$ cat src/rtl/fcs_rx_check_if.sv
// Byte-wide AXI-Stream channel used on both sides of the FCS checker.
// The receive side carries no sideband, so tuser is only exposed on the master modport.
interface fcs_rx_check_if #(
  parameter int DATA_W = 8
);
  logic [DATA_W-1:0] tdata;
  logic              tvalid;
  logic              tready;
  logic              tlast;
  logic              tuser;

  modport master (output tdata, tvalid, tlast, tuser, input tready);
  modport slave  (input tdata, tvalid, tlast, output tready);
endinterface

$ cat src/rtl/fcs_rx_check.sv
// Strips and checks the Ethernet FCS using a 5-byte holdback; payload byte n leaves as byte n+5 is accepted.
// Input stalls when the holdback is full and the output stalls; in TAIL the input is held off.
module fcs_rx_check #(
  parameter int DATA_W = 8
) (
  input  logic           clk,
  input  logic           rst_n,
  fcs_rx_check_if.slave  s_axis,
  fcs_rx_check_if.master m_axis,
  output logic           frame_ok,
  output logic           frame_bad,
  output logic           frame_runt,
  output logic [15:0]    err_count
);

  if (DATA_W != 8) begin : g_width_chk
    $error("fcs_rx_check: DATA_W must be 8");
  end

  localparam logic [31:0] CRC_INIT = 32'hFFFF_FFFF;
  localparam logic [31:0] RESIDUE  = 32'hDEBB_20E3;

  typedef enum logic {RUN, TAIL} state_e;

  state_e            state_q, state_d;
  logic [2:0]        cnt_q, cnt_d;
  logic [DATA_W-1:0] fifo_q [5];
  logic [DATA_W-1:0] fifo_d [5];
  logic [31:0]       crc_q, crc_d, crc_upd;
  logic              fail_q, fail_d;
  logic              ok_q, ok_d, bad_q, bad_d, runt_q, runt_d;
  logic [15:0]       err_q, err_d;
  logic              s_rdy, s_acc, m_vld, m_last, m_user;

  function automatic logic [31:0] crc32_ethernet_byte(input logic [31:0] crc,
                                                      input logic [7:0]  data);
    logic [31:0] c;
    c = crc ^ {24'd0, data};
    for (int i = 0; i < 8; i++) begin
      c = c[0] ? ((c >> 1) ^ 32'hEDB8_8320) : (c >> 1);
    end
    return c;
  endfunction

  assign crc_upd = crc32_ethernet_byte(crc_q, s_axis.tdata);

  always_comb begin
    state_d = state_q;
    cnt_d   = cnt_q;
    fifo_d  = fifo_q;
    crc_d   = crc_q;
    fail_d  = fail_q;
    ok_d    = 1'b0;
    bad_d   = 1'b0;
    runt_d  = 1'b0;
    s_rdy   = 1'b0;
    s_acc   = 1'b0;
    m_vld   = 1'b0;
    m_last  = 1'b0;
    m_user  = 1'b0;

    case (state_q)
      RUN: begin
        // A full holdback can only take a byte if the oldest one leaves this cycle.
        s_rdy = (cnt_q != 3'd5) | m_axis.tready;
        m_vld = (cnt_q == 3'd5) & s_axis.tvalid;
        s_acc = s_axis.tvalid & s_rdy;
        if (s_acc) begin
          crc_d = crc_upd;
          if (cnt_q == 3'd5) begin
            for (int i = 0; i < 4; i++) begin
              fifo_d[i] = fifo_q[i+1];
            end
            fifo_d[4] = s_axis.tdata;
          end else begin
            fifo_d[cnt_q] = s_axis.tdata;
            cnt_d         = cnt_q + 3'd1;
          end
          if (s_axis.tlast) begin
            if (cnt_q >= 3'd4) begin
              state_d = TAIL;
              fail_d  = (crc_upd != RESIDUE);
            end else begin
              runt_d = 1'b1;
              cnt_d  = 3'd0;
              crc_d  = CRC_INIT;
            end
          end
        end
      end
      TAIL: begin
        m_vld  = 1'b1;
        m_last = 1'b1;
        m_user = fail_q;
        if (m_axis.tready) begin
          ok_d    = ~fail_q;
          bad_d   = fail_q;
          cnt_d   = 3'd0;
          crc_d   = CRC_INIT;
          state_d = RUN;
        end
      end
      default: state_d = RUN;
    endcase

    err_d = err_q;
    if ((bad_d | runt_d) && (err_q != 16'hFFFF)) begin
      err_d = err_q + 16'd1;
    end
  end

  always_ff @(posedge clk or negedge rst_n) begin
    if (!rst_n) begin
      state_q <= RUN;
      cnt_q   <= 3'd0;
      crc_q   <= CRC_INIT;
      fail_q  <= 1'b0;
      ok_q    <= 1'b0;
      bad_q   <= 1'b0;
      runt_q  <= 1'b0;
      err_q   <= 16'd0;
      for (int i = 0; i < 5; i++) begin
        fifo_q[i] <= '0;
      end
    end else begin
      state_q <= state_d;
      cnt_q   <= cnt_d;
      crc_q   <= crc_d;
      fail_q  <= fail_d;
      ok_q    <= ok_d;
      bad_q   <= bad_d;
      runt_q  <= runt_d;
      err_q   <= err_d;
      fifo_q  <= fifo_d;
    end
  end

  assign s_axis.tready = s_rdy;
  assign m_axis.tvalid = m_vld;
  assign m_axis.tdata  = fifo_q[0];
  assign m_axis.tlast  = m_last;
  assign m_axis.tuser  = m_user;

  assign frame_ok   = ok_q;
  assign frame_bad  = bad_q;
  assign frame_runt = runt_q;
  assign err_count  = err_q;

endmodule
$ cat src/flat_wrapper.sv
// flat-port wrapper written by rule: the top's interface ports become plain ports
module fcs_rx_check_flat 
#(
  parameter int DATA_W = 8
)
  (clk, rst_n, frame_ok, frame_bad, frame_runt, err_count, s_axis_tdata, s_axis_tvalid, s_axis_tlast, s_axis_tready, m_axis_tdata, m_axis_tvalid, m_axis_tlast, m_axis_tuser, m_axis_tready);
  fcs_rx_check_if #(.DATA_W(DATA_W)) s_axis_i ();
  fcs_rx_check_if #(.DATA_W(DATA_W)) m_axis_i ();
  input  logic clk;
  input  logic rst_n;
  output logic frame_ok;
  output logic frame_bad;
  output logic frame_runt;
  output logic [15:0] err_count;
  input wire logic [$bits(s_axis_i.tdata)-1:0] s_axis_tdata;
  input wire logic [$bits(s_axis_i.tvalid)-1:0] s_axis_tvalid;
  input wire logic [$bits(s_axis_i.tlast)-1:0] s_axis_tlast;
  output wire logic [$bits(s_axis_i.tready)-1:0] s_axis_tready;
  output wire logic [$bits(m_axis_i.tdata)-1:0] m_axis_tdata;
  output wire logic [$bits(m_axis_i.tvalid)-1:0] m_axis_tvalid;
  output wire logic [$bits(m_axis_i.tlast)-1:0] m_axis_tlast;
  output wire logic [$bits(m_axis_i.tuser)-1:0] m_axis_tuser;
  input wire logic [$bits(m_axis_i.tready)-1:0] m_axis_tready;
  assign s_axis_i.tdata = s_axis_tdata;
  assign s_axis_i.tvalid = s_axis_tvalid;
  assign s_axis_i.tlast = s_axis_tlast;
  assign s_axis_tready = s_axis_i.tready;
  assign m_axis_tdata = m_axis_i.tdata;
  assign m_axis_tvalid = m_axis_i.tvalid;
  assign m_axis_tlast = m_axis_i.tlast;
  assign m_axis_tuser = m_axis_i.tuser;
  assign m_axis_i.tready = m_axis_tready;
  fcs_rx_check #(.DATA_W(DATA_W)) u_core (.clk(clk), .rst_n(rst_n), .s_axis(s_axis_i), .m_axis(m_axis_i), .frame_ok(frame_ok), .frame_bad(frame_bad), .frame_runt(frame_runt), .err_count(err_count));
endmodule
$ cat config.mk
export PLATFORM = sky130hd
export DESIGN_NAME = fcs_rx_check_flat
export DESIGN_NICKNAME = d
export VERILOG_FILES = /design/src/rtl/fcs_rx_check_if.sv /design/src/rtl/fcs_rx_check.sv /design/src/flat_wrapper.sv
export SDC_FILE = /design/constraint.sdc
export NUM_CORES = 1
export LEC_CHECK = 0
export CORE_MARGIN = 2
export CORE_UTILIZATION = 63
export CTS_CLUSTER_DIAMETER = 50
export DETAILED_ROUTE_END_ITERATION = 10
export PLACE_DENSITY = 0.86
export SYNTH_ARGS = -nofsm -noshare
export SYNTH_HDL_FRONTEND = slang
export SYNTH_SLANG_ARGS = --single-unit
$ cat constraint.sdc
create_clock -name clk -period 3.4 [get_ports clk]
set_input_delay 0.85 -clock clk [delete_from_list [all_inputs] [get_ports clk]]
set_output_delay 0.85 -clock clk [all_outputs]
set_load 0.01 [all_outputs]
-- Yosys cells after proc, flatten, opt, wreduce, memory -nomap -nowiden
Cells that the tools add are included.
- memories kept: 0
- RAM bits: 0
- register bits after elaboration: 96
- memory bits (read-only): 0
- latch bits: 0
- bits of input ports: 13
- logic and storage cells: 85
- order comparisons: 3
- multipliers: 0
- add/sub/neg operators: 2
- div/mod/pow operators: 0
- shift-type cells: 0
- reduce and logical (&&, ||, !) cells: 5
- bitwise operators: 16
- mux-type cells: 40
- equal/unequal tests: 6
- operator list (kind ; count):
    $mux 32 ; 12
    $not 13->14 ; 8
    $pmux 32 s2 ; 1
    $bwmux 40 ; 1
    $mux 40 ; 1
    $ne 32x32->1 const B ; 1
    $xor 32x8->32 ; 1
    $demux 8 s3 ; 1
    $add 16x1->16 const B ; 1
    $ne 16x16->1 const B ; 1
    $mux 1 ; 15
    $mux 3 ; 5
    $mux 8 ; 1
    $pmux 3 s2 ; 1
    $ge 4x4->1 const B ; 1
    $lt 4x1->1 const B ; 1
    $not 3->4 ; 1
    $pmux 1 s2 ; 2
    $reduce_and 2->1 ; 2
    $reduce_and 4->1 ; 1
    $add 3x1->3 const B ; 1
    $eq 3x3->1 const B ; 1
    $ge 3x3->1 const B ; 1
    $ne 3x3->1 const B ; 1
    other kinds (6) ; 10

-- Depth between registers and ports, before layout
Gate-level depths: netlist of the first run.
- depth after elaboration: 21
- mapped depth: 10
- depth with buffers taken out: 9

-- Worst setup path before layout of the first run
No wires, ideal clock.
- path kind: input -> register
- start: input port s_axis_tdata[5]
- end: register u_core.fail_q
- cell stages on the path: 7
- required time: 3.269 ns
- buffers on the path: 0
- setup time: 0.131 ns
- data arrival time: 2.627 ns
- setup slack: 0.641 ns
- path through: xnor2_1 xnor2_1 xor2_1 and2_1 a31o_2 o2111a_1 a31oi_1
- longest elaborated chain between the ends: 12
- RTL lines (item ; RTL line ; source):
    start: declaration ; flat_wrapper.sv:15 ; input wire logic [$bits(s_axis_i.tdata)-1:0] s_axis_tdata;
    $xor 32x8->32 * ; fcs_rx_check.sv:38 ; c = crc ^ {24'd0, data};
    $mux 32 * (6 in series) ; fcs_rx_check.sv:40 ; c = c[0] ? ((c >> 1) ^ 32'hEDB8_8320) : (c >> 1);
    $not 13->14 (no line) ; - ;
    $mux 32 * ; fcs_rx_check.sv:40 ;
    $not 13->14 (no line) ; - ;
    $mux 32 * ; fcs_rx_check.sv:40 ;
    $ne 32x32->1 * ; fcs_rx_check.sv:82 ; fail_d = (crc_upd != RESIDUE);
    end signal: assignment ; fcs_rx_check.sv:129 ; fail_q <= fail_d;
    end: declaration ; fcs_rx_check.sv:30 ; logic fail_q, fail_d;
Mark *: on every way between the ends. The rest lies on a longest branch, timed or not.
A chain may end at the register's enable or synchronous reset.

-- Final worst setup path of the first run
- start: input port s_axis_tdata[1]
- end: register u_core.fail_q
- longest elaborated chain between the ends: 14
- elaborated cells between the ends (all ways): 16
- RTL lines (item ; RTL line):
    $xor 32x8->32 * ; fcs_rx_check.sv:38
    $mux 32 * (2 in series) ; fcs_rx_check.sv:40
    $not 13->14 (no line) / $mux 32 (equally long branches) ; -
    $mux 32 * (2 in series) ; fcs_rx_check.sv:40
    $not 13->14 (no line) / $mux 32 (equally long branches) ; -
    $mux 32 * ; fcs_rx_check.sv:40
    $not 13->14 (no line) / $mux 32 (equally long branches) ; -
    $mux 32 * ; fcs_rx_check.sv:40
    $not 13->14 (no line) / $mux 32 (equally long branches) ; -
    $mux 32 * (2 in series) ; fcs_rx_check.sv:40
    $ne 32x32->1 * ; fcs_rx_check.sv:82
Marked as above.

==> metrics, run 1 <==
commonest register cell after synthesis dfrtp_1; sum of negative setup slack 0 ns; worst skew pair latency 0.36 ns; GRT Overall Usage 0.2839; Storage cell area 2442 um2; RSZ-0062 raised after global routing false; worst-margin pin slew 0.9108 ns; CTS Sinks 96; max-slew violations 0; Post-Syn Instances 499; Routed WL 11520 um; diodes inserted 0; post-synthesis async set-or-reset flop share 1.000; cell count after placement 651; unique cell type count in the Yosys netlist 48; CTS H-tree depth 3; most common library cells after synthesis dfrtp_1 (64), nand2_1 (48), nor2_1 (45), xnor2_1 (42), o21ai_0 (34); Die H 94.15 um; Setup CP Type in2reg; most common cell in the synthesized netlist dfrtp_1; net count after synthesis 517; CTS Buf Count 9; DRC violations left 0; fin nets 578; Critical Path RT 3.64 ns; EDFF count, synth 0; max-cap violations 0; warning count from the yosys run 0; Placer Congestion 0.9594; arrival time at the worst endpoint 3.26 ns; Core Area 7807 um2; CTS tree done; Final ANT Viol Nets 0; Top-Level Pins 44; Pleak 2.477 nW; # hold bufs at CTS 0; largest net degree at the start of global routing 76; synthesized area per cell 10.26 um2; first-pass GRT wire length 19360 um; Synth area leaders dfrtp_1 (31%), dfstp_2 (16%), xnor2_1 (7.2%); hold path startpoint u_core.fifo_q[23]; via count 3866; average wire per standard cell 17.28 um; PortBufs 43; site row count 32; initial antenna violation count 0; Crit. Startpoint s_axis_tdata[1]; CTS max path bufs 2; Clock transition at path regs 0.10 ns; Final Hold Viols 0; # fillers 552; Worst Hold Class reg2reg; crit path max fanout 6; Setup crit start kind primary input; CP endpoint kind register; Fin Hold WS 0.4899 ns; ratio of cells with drive above 1 in the final layout 0.1894; flops & latches, synth 96; Cell Pwr Density 1132 nW/um2; status completed; CTS resizes 0; Final Instance Count excl. Fillers 667; Seq/Total Area, Yosys 0.4770; Reg-to-Reg Start u_core.crc_q[0]; First-pass DRT Iterations 5; mapped cell area 5120 um2; root buffer cell clkbuf_8; worst-case vdd ir drop 984.3 uV; vias in the first global route 3903; overall power 6.769 mW; endpoints failing setup 0; area of the multi-input gates 2522 um2; global route overflow 0; Layout Skew 0.01318 ns; full die area 8864 um2; min Tclk post-route 3.026 ns; R2R Setup Slk 0.99 ns; Starting Density 0.6558; iteration-0 DRC count of the detailed router 245; Layout Utilization 0.7659; chip width 94.15 um; Post-DP HPWL 8555 um; post-CTS setup repair buffer count 0; crit share post-route 0.8899; Synth top area share 0.3128; leading area contributor after synthesis dfrtp_1; vias per inst 5.796; Max Fclk 330.5 MHz; relative slew slack 0.3928; Syn-to-layout area delta 16.79%
layout make-up:
cell class                      count  area share
Sequential cell                    96      0.4085
Tap cell                          102     0.02134
Clock buffer                        9     0.02072
Multi-Input combinational cell    370      0.4218
Inverter                            7    0.004394
Clock inverter                      7     0.01025
Timing Repair Buffer               76      0.1130
logic make-up (layout without fill, tap and decap cells):
family                     after synthesis  in the layout  share of synthesized area
DFF                                     96             96                     0.4770
xor gates and xnor gates                88             88                     0.1764
muxes                                   11             11                    0.02371
and+or+nand+nor                        146            146                     0.1307
buffers and inverters                   33             99                    0.03030
adders and majority gates                5              5                    0.01222
AOI/OAI and AO/OA                      120            120                     0.1496
stage by stage:
step | setup WS, ns | instance area [um2]
finish | 0.3743 | 5979
global route | 0.2533 | 5979
CTS | 0.3922 | 5979
detailed placement | 0.03831 | 5794
global placement | 0.08176 | 5794
floorplan | 0.6413 | 5120
power by group:
| group | switching, mW | total, mW | internal (mW) |
|---|---|---|---|
| clock | 0.427 | 0.707 | 0.280 |
| combinational | 2.10 | 3.97 | 1.87 |
| sequential | 0.370 | 2.09 | 1.72 |
worst max-delay path, cell delays in order:
cell	delay (ns)
clkdlybuf4s50_1	0.71
xnor2_4	0.21
xnor2_2	0.42
xnor3_1	0.44
nor4_1	0.20
a31o_2	0.14
o2111a_1	0.22
a31oi_1	0.08
final timing paths:
check / endpoint / cells past startpoint
setup / recovery: u_core.fail_q / 8
hold / removal: u_core.fifo_q[23] / 2
setup reg to reg: u_core.fail_q / 8
hold reg to reg: u_core.fifo_q[23] / 2
max in group asynchronous: u_core.crc_q[16] / 2
min in group asynchronous: u_core.err_count[6] / 1
placed cells by master, fill, tap and decap left out, types with 7 or more instances in the layout:
master / instances
a22oi_1: 32
a21oi_1: 28
nor2_1: 45
dfstp_2: 32
xnor2_2: 7
nor3_1: 8
clkbuf_8: 9
o22a_1: 8
nand2_1: 48
nand3_1: 9
inv_1: 7
dfrtp_1: 64
clkdlybuf4s50_1: 42
o21ai_0: 34
xnor2_1: 42
mux2_2: 9
xor2_1: 33
buf_4: 34
sequential cells by signal (all words and copies together), names as in the netlist:
name                 cells
u_core.crc_q            32
u_core.fifo_q           32
u_core.err_count        16
u_core.m_axis.tdata      8
u_core.cnt_q             3
u_core.fail_q            1
u_core.frame_bad         1
u_core.frame_ok          1
u_core.frame_runt        1
u_core.state_q           1
metal layers:
metal  share of wire  up-vias  global-route usage
met5               0        -                   0
met4           0.019        0             0.07850
met1            0.41     1897              0.3575
met3           0.040       15             0.04735
met2            0.53      106              0.5048
li1                -     1848                   -
No activity file was read; power rests on OpenSTA's default activity.
==> run 2: changes to the inputs <==
- CORE_UTILIZATION: 63 -> 60
- PLACE_DENSITY: 0.86 -> 0.82
- SKIP_CTS_REPAIR_TIMING: unset -> 1
==> run 2 against run 1 <==
Against the previous run:
- global-route usage down 1.9 points
- combinational power hardly changed
- clock power grew 2%
- fmax increased by 0.86%
- sequential share of layout area fell by 0.077 points
- sequential power about the same
- routed wire length fell by 0.55%
- non-clock buffer count did not move
- first-iteration DRC count fell by 44%
==> metrics, run 2 (same netlist as run 1, synthesis figures left out) <==
Worst Hold Class in2async; Post-Place Cell Area 5798 um2 (about the same); Max Fclk 333.4 MHz (+0.86%); Final Hold Viols 0 (unchanged); Placer Congestion 0.9173 (-4.4%); Layout Skew 0.01156 ns (-0.001615 ns); crit share post-route 0.8823 (-0.007624); GR peak layer met2; commonest non-fill, non-tap cell in the layout dfrtp_1; global route overflow 0 (unchanged); met1 GRT Util 0.3398 (-0.01767); Setup CP Type in2reg; area of the multi-input gates 2522 um2 (unchanged); most frequent cells in the layout dfrtp_1 (64), nand2_1 (48), nor2_1 (45); max-slew violations 0 (unchanged); crit path max fanout 6 (unchanged); Final ANT Viol Nets 0 (unchanged); initial antenna violation count 0 (unchanged); Critical Path RT 3.65 ns (about the same); CTS H-tree depth 3 (unchanged); cell count after placement 654 (+0.46%); Storage cell area 2442 um2 (unchanged); diodes inserted 0 (unchanged); Cell Pwr Density 1126 nW/um2 (-0.55%); Final Instance Count excl. Fillers 670 (+0.45%); chip width 96.38 um (+2.4%); CTS tree done; CP endpoint kind register; iteration-0 DRC count of the detailed router 138 (-44%); Clock transition at path regs 0.10 ns (about the same); post-route setup slack 0.4003 ns (+0.02592 ns); average wire per standard cell 17.11 um (-0.99%); arrival time at the worst endpoint 3.25 ns (about the same); overall power 6.745 mW (-0.36%); site row count 33 (+3.1%); Pleak 2.478 nW (about the same); ratio of cells with drive above 1 in the final layout 0.1894 (unchanged); Die H 96.38 um (+2.4%); largest net degree at the start of global routing 48 (-37%); worst skew pair latency 0.38 ns (+0.02 ns); DRC violations left 0 (unchanged); fin nets 578 (unchanged); worst-margin pin slew 0.8716 ns (-0.03922 ns); First-pass DRT Iterations 5 (unchanged); max-cap violations 0 (unchanged); via count 3912 (+1.2%); Design Area, Final 5991 um2 (+0.19%); endpoints failing setup 0 (unchanged); first-pass GRT wire length 18730 um (-3.2%); dpl ws 0.04732 ns (+0.009013 ns); CTS Buf Count 9 (unchanged); Top-Level Pins 44 (unchanged); status completed; root buffer cell clkbuf_8; met2 usage 0.4514 (-0.05337); Routed WL 11460 um (-0.55%); CTS max path bufs 2 (unchanged); Setup crit start kind primary input; PortBufs 43 (unchanged); full die area 9288 um2 (+4.8%); vias per inst 5.839 (+0.74%); vias in the first global route 3873 (-0.77%); min Tclk post-route 3.000 ns (-0.02592 ns); RSZ-0062 raised after global routing false; Starting Density 0.6200 (-0.03577); GRT Overall Usage 0.2654 (-0.01851); CTS Sinks 96 (unchanged); Post-DP HPWL 8508 um (-0.56%); Syn-to-layout area delta 17.01%; worst-case vdd ir drop 882.7 uV (-10%); Core Area 8258 um2 (+5.8%); relative slew slack 0.4145 (+0.02167); global-route met3 utilization 0.03646 (-0.01089); sum of negative setup slack 0 ns (unchanged); # fillers 600 (+8.7%)
## run 2: cell types whose count changed in the layout (fill, tap and decap cells not counted), sizes merged
| cell | change |
|---|---|
| inv | -3 |
| clkinv | +3 |
## run 2: path summary, 6_finish.rpt
check,from,end,slack (ns),cells past startpoint
worst max-delay path,s_axis_tdata[1],u_core.fail_q,0.40,8
worst min-delay path,rst_n,u_core.err_count[5],0.47,1
worst max register to register,u_core.crc_q[0],u_core.fail_q,0.96,8
worst min register to register,u_core.m_axis.tdata[0],u_core.m_axis.tdata[0],0.49,2
max in group asynchronous,rst_n,u_core.crc_q[19],2.17,2
min in group clk,u_core.m_axis.tdata[0],u_core.m_axis.tdata[0],0.49,2
## run 2: worst max-delay path: stages
cell,delay (ns)
clkdlybuf4s50_1,0.70
xnor2_4,0.21
xnor2_2,0.39
xnor3_1,0.45
nor4_1,0.21
a31o_2,0.15
o2111a_1,0.20
a31oi_1,0.08
## run 2: report_power, final
part | internal [mW] | leakage (nW) | switching, mW | total [mW]
logic | 1.86 | 1.23 | 2.09 | 3.95
clock network | 0.280 | 0.0903 | 0.442 | 0.723
registers | 1.72 | 1.16 | 0.356 | 2.07
total | 3.86 | 2.48 | 2.89 | 6.74
## run 2: area by class of cell
cell class,count,area share
Multi-Input combinational cell,370,0.4211
Sequential cell,96,0.4077
Timing Repair Buffer,76,0.1128
Tap cell,105,0.02193
Clock buffer,9,0.02068
Clock inverter,7,0.01149
Inverter,7,0.004386
## run 2: metrics by stage
step                hold slack (ns)  utilization
global placement             0.4613       0.7021
global route                 0.5142       0.7255
detailed placement           0.4693       0.7021
finish                       0.4739       0.7255
CTS                          0.4814       0.7255
floorplan                    0.4300            -
## run 2: per-layer routing
layer | vias to the layer above | wire length (um)
met3 | 22 | 406
met1 | 1951 | 4870
met5 | - | 0
met4 | 0 | 315
li1 | 1847 | -
met2 | 92 | 5869
==> run 3: changes to the inputs <==
- CORE_UTILIZATION: 60 -> 61
- PLACE_DENSITY: 0.82 -> 0.84
==> run 3 against run 2 <==
Against the previous run:
- clock power up 3%
- final cell count down 0.15%
- register-to-register slack worse by 0.04 ns
- sequential share of layout area about the same
- non-clock buffer count down 1
- fmax down 1.5%
==> metrics, run 3 (same netlist as run 1, synthesis figures left out) <==
commonest non-fill, non-tap cell in the layout dfrtp_1; hold endpoint u_core.fifo_q[24]; R2R Setup Slk 0.92 ns (-0.04 ns); CTS Buf Count 9 (unchanged); Core Area 8175 um2 (-1.0%); Final ANT Viol Nets 0 (unchanged); worst skew pair latency 0.38 ns (about the same); average wire per standard cell 16.74 um (-2.2%); endpoints failing setup 0 (unchanged); RSZ-0062 raised after global routing false; most frequent cells in the layout dfrtp_1 (64), nand2_1 (48), nor2_1 (45); CTS max path bufs 2 (unchanged); Clk pwr share 0.110 (+0.003); Top-Level Pins 44 (unchanged); CP endpoint kind register; worst-margin pin slew 0.9077 ns (+0.03613 ns); first-pass GRT wire length 18620 um (-0.62%); Pleak 2.480 nW (about the same); DRC violations left 0 (unchanged); relative slew slack 0.3902 (-0.02427); Worst Hold Class reg2reg; chip width 95.62 um (-0.79%); switch share 0.4247 (-0.003506); status completed; FF-to-FF End u_core.fail_q; Routed WL 11200 um (-2.3%); hold path cells 2; ratio of cells with drive above 1 in the final layout 0.1879 (-0.001437); Combinational Power Share 0.583 (-0.002); Post-DP HPWL 8208 um (-3.5%); hold path startpoint u_core.fifo_q[24]; Layout Skew 0.02225 ns (+0.01069 ns); Design Area, Final 5987 um2 (about the same); Internal 3.877 mW (+0.52%); CTS H-tree depth 3 (unchanged); Final Hold Viols 0 (unchanged); max-cap violations 0 (unchanged); min Tclk post-route 3.045 ns (+0.04549 ns); Cell Pwr Density 1126 nW/um2 (about the same); fin nets 577 (-0.17%); diodes inserted 0 (unchanged); initial antenna violation count 0 (unchanged); Max Fclk 328.4 MHz (-1.5%); Flop pwr share 0.307 (about the same); max-slew violations 0 (unchanged); Post-Place Cell Area 5791 um2 (-0.13%); PortBufs 43 (unchanged); R2R cell count 7 (-1); switching power 2.862 mW (-0.91%); Crit. Startpoint s_axis_tdata[1]; crit path max fanout 6 (unchanged); worst-case vdd ir drop 861.3 uV (-2.4%); vias in the first global route 3853 (-0.52%); global route overflow 0 (unchanged); Die H 95.62 um (-0.79%); Setup CP Type in2reg; Placer Congestion 0.9690 (+5.6%); sum of negative setup slack 0 ns (unchanged); Layout Utilization 0.7323 (+0.006868); via count 3808 (-2.7%); Syn-to-layout area delta 16.94% (about the same); overall power 6.739 mW (about the same); arrival time at the worst endpoint 3.29 ns (+0.04 ns); Setup crit start kind primary input; root buffer cell clkbuf_8; CTS tree done; site row count 33 (unchanged); iteration-0 DRC count of the detailed router 131 (-5.1%); GRT Overall Usage 0.2653 (about the same); full die area 9142 um2 (-1.6%); crit share post-route 0.8957 (+0.01338); Clock transition at path regs 0.10 ns (about the same); Critical Path RT 3.64 ns (about the same); First-pass DRT Iterations 5 (unchanged); Starting Density 0.6263 (+0.006263); CTS Sinks 96 (unchanged); Fin Hold WS 0.4911 ns (+0.01720 ns); Reg-to-Reg Start u_core.crc_q[1]; vias per inst 5.692 (-2.5%); largest net degree at the start of global routing 67 (+40%)
## run 3: cell count changes in the layout (fill, tap and decap cells not counted), sizes merged
cell	before	now
buf	34	33
clkinvlp	2	1
inv	8	10
clkinv	4	3
## run 3: how the worst max path moves through the flow
stage               endpoint  slack (ns)  cells past startpoint
5_1_grt        s_axis_tready        0.31                      6
6_report       u_core.fail_q        0.35                      8
3_3_place_gp   u_core.fail_q        0.11                      9
4_1_cts        m_axis_tvalid        0.42                      5
2_1_floorplan  u_core.fail_q        0.64                      7
3_5_place_dp   u_core.fail_q        0.10                      8
## run 3: power by group through the flow
stage | clock, mW | combinational (mW) | sequential, mW
5_1_grt | 0.799 | 4.33 | 2.13
3_5_place_dp | 0 | 3.90 | 2.08
6_report | 0.742 | 3.93 | 2.07
4_1_cts | 0.757 | 3.93 | 2.06
3_3_place_gp | 0 | 3.82 | 2.05
2_1_floorplan | 0 | 2.88 | 1.99
## run 3: worst max-delay path: stages
cell	delay, ns
clkdlybuf4s50_1	0.55
xnor2_4	0.28
xnor2_2	0.42
xnor3_1	0.46
nor4_1	0.25
a31o_2	0.16
o2111a_1	0.22
a31oi_1	0.09
## run 3: layer usage
metal  track usage  wire (um)  vias up
met5             0          0        -
met4       0.09405        148        0
li1              -          -     1853
met2        0.4674       5842       78
met1        0.3272       4844     1864
met3       0.04506        360       13
## run 3: area by class of cell
class | count | area (um2)
Clock buffer | 9 | 123.9
Clock inverter | 7 | 72.57
Fill cell | 585 | 2188
Inverter | 7 | 26.28
Multi-Input combinational cell | 370 | 2522
Sequential cell | 96 | 2442
Tap cell | 105 | 131.4
Timing Repair Buffer | 75 | 668.1
## run 3: stage by stage
| step | cells | setup WS, ns |
|---|---|---|
| floorplan | 499 | 0.6413 |
| detailed placement | 653 | 0.1002 |
| CTS | 669 | 0.4202 |
| global placement | 653 | 0.1085 |
| finish | 669 | 0.3548 |
| global route | 669 | 0.3108 |
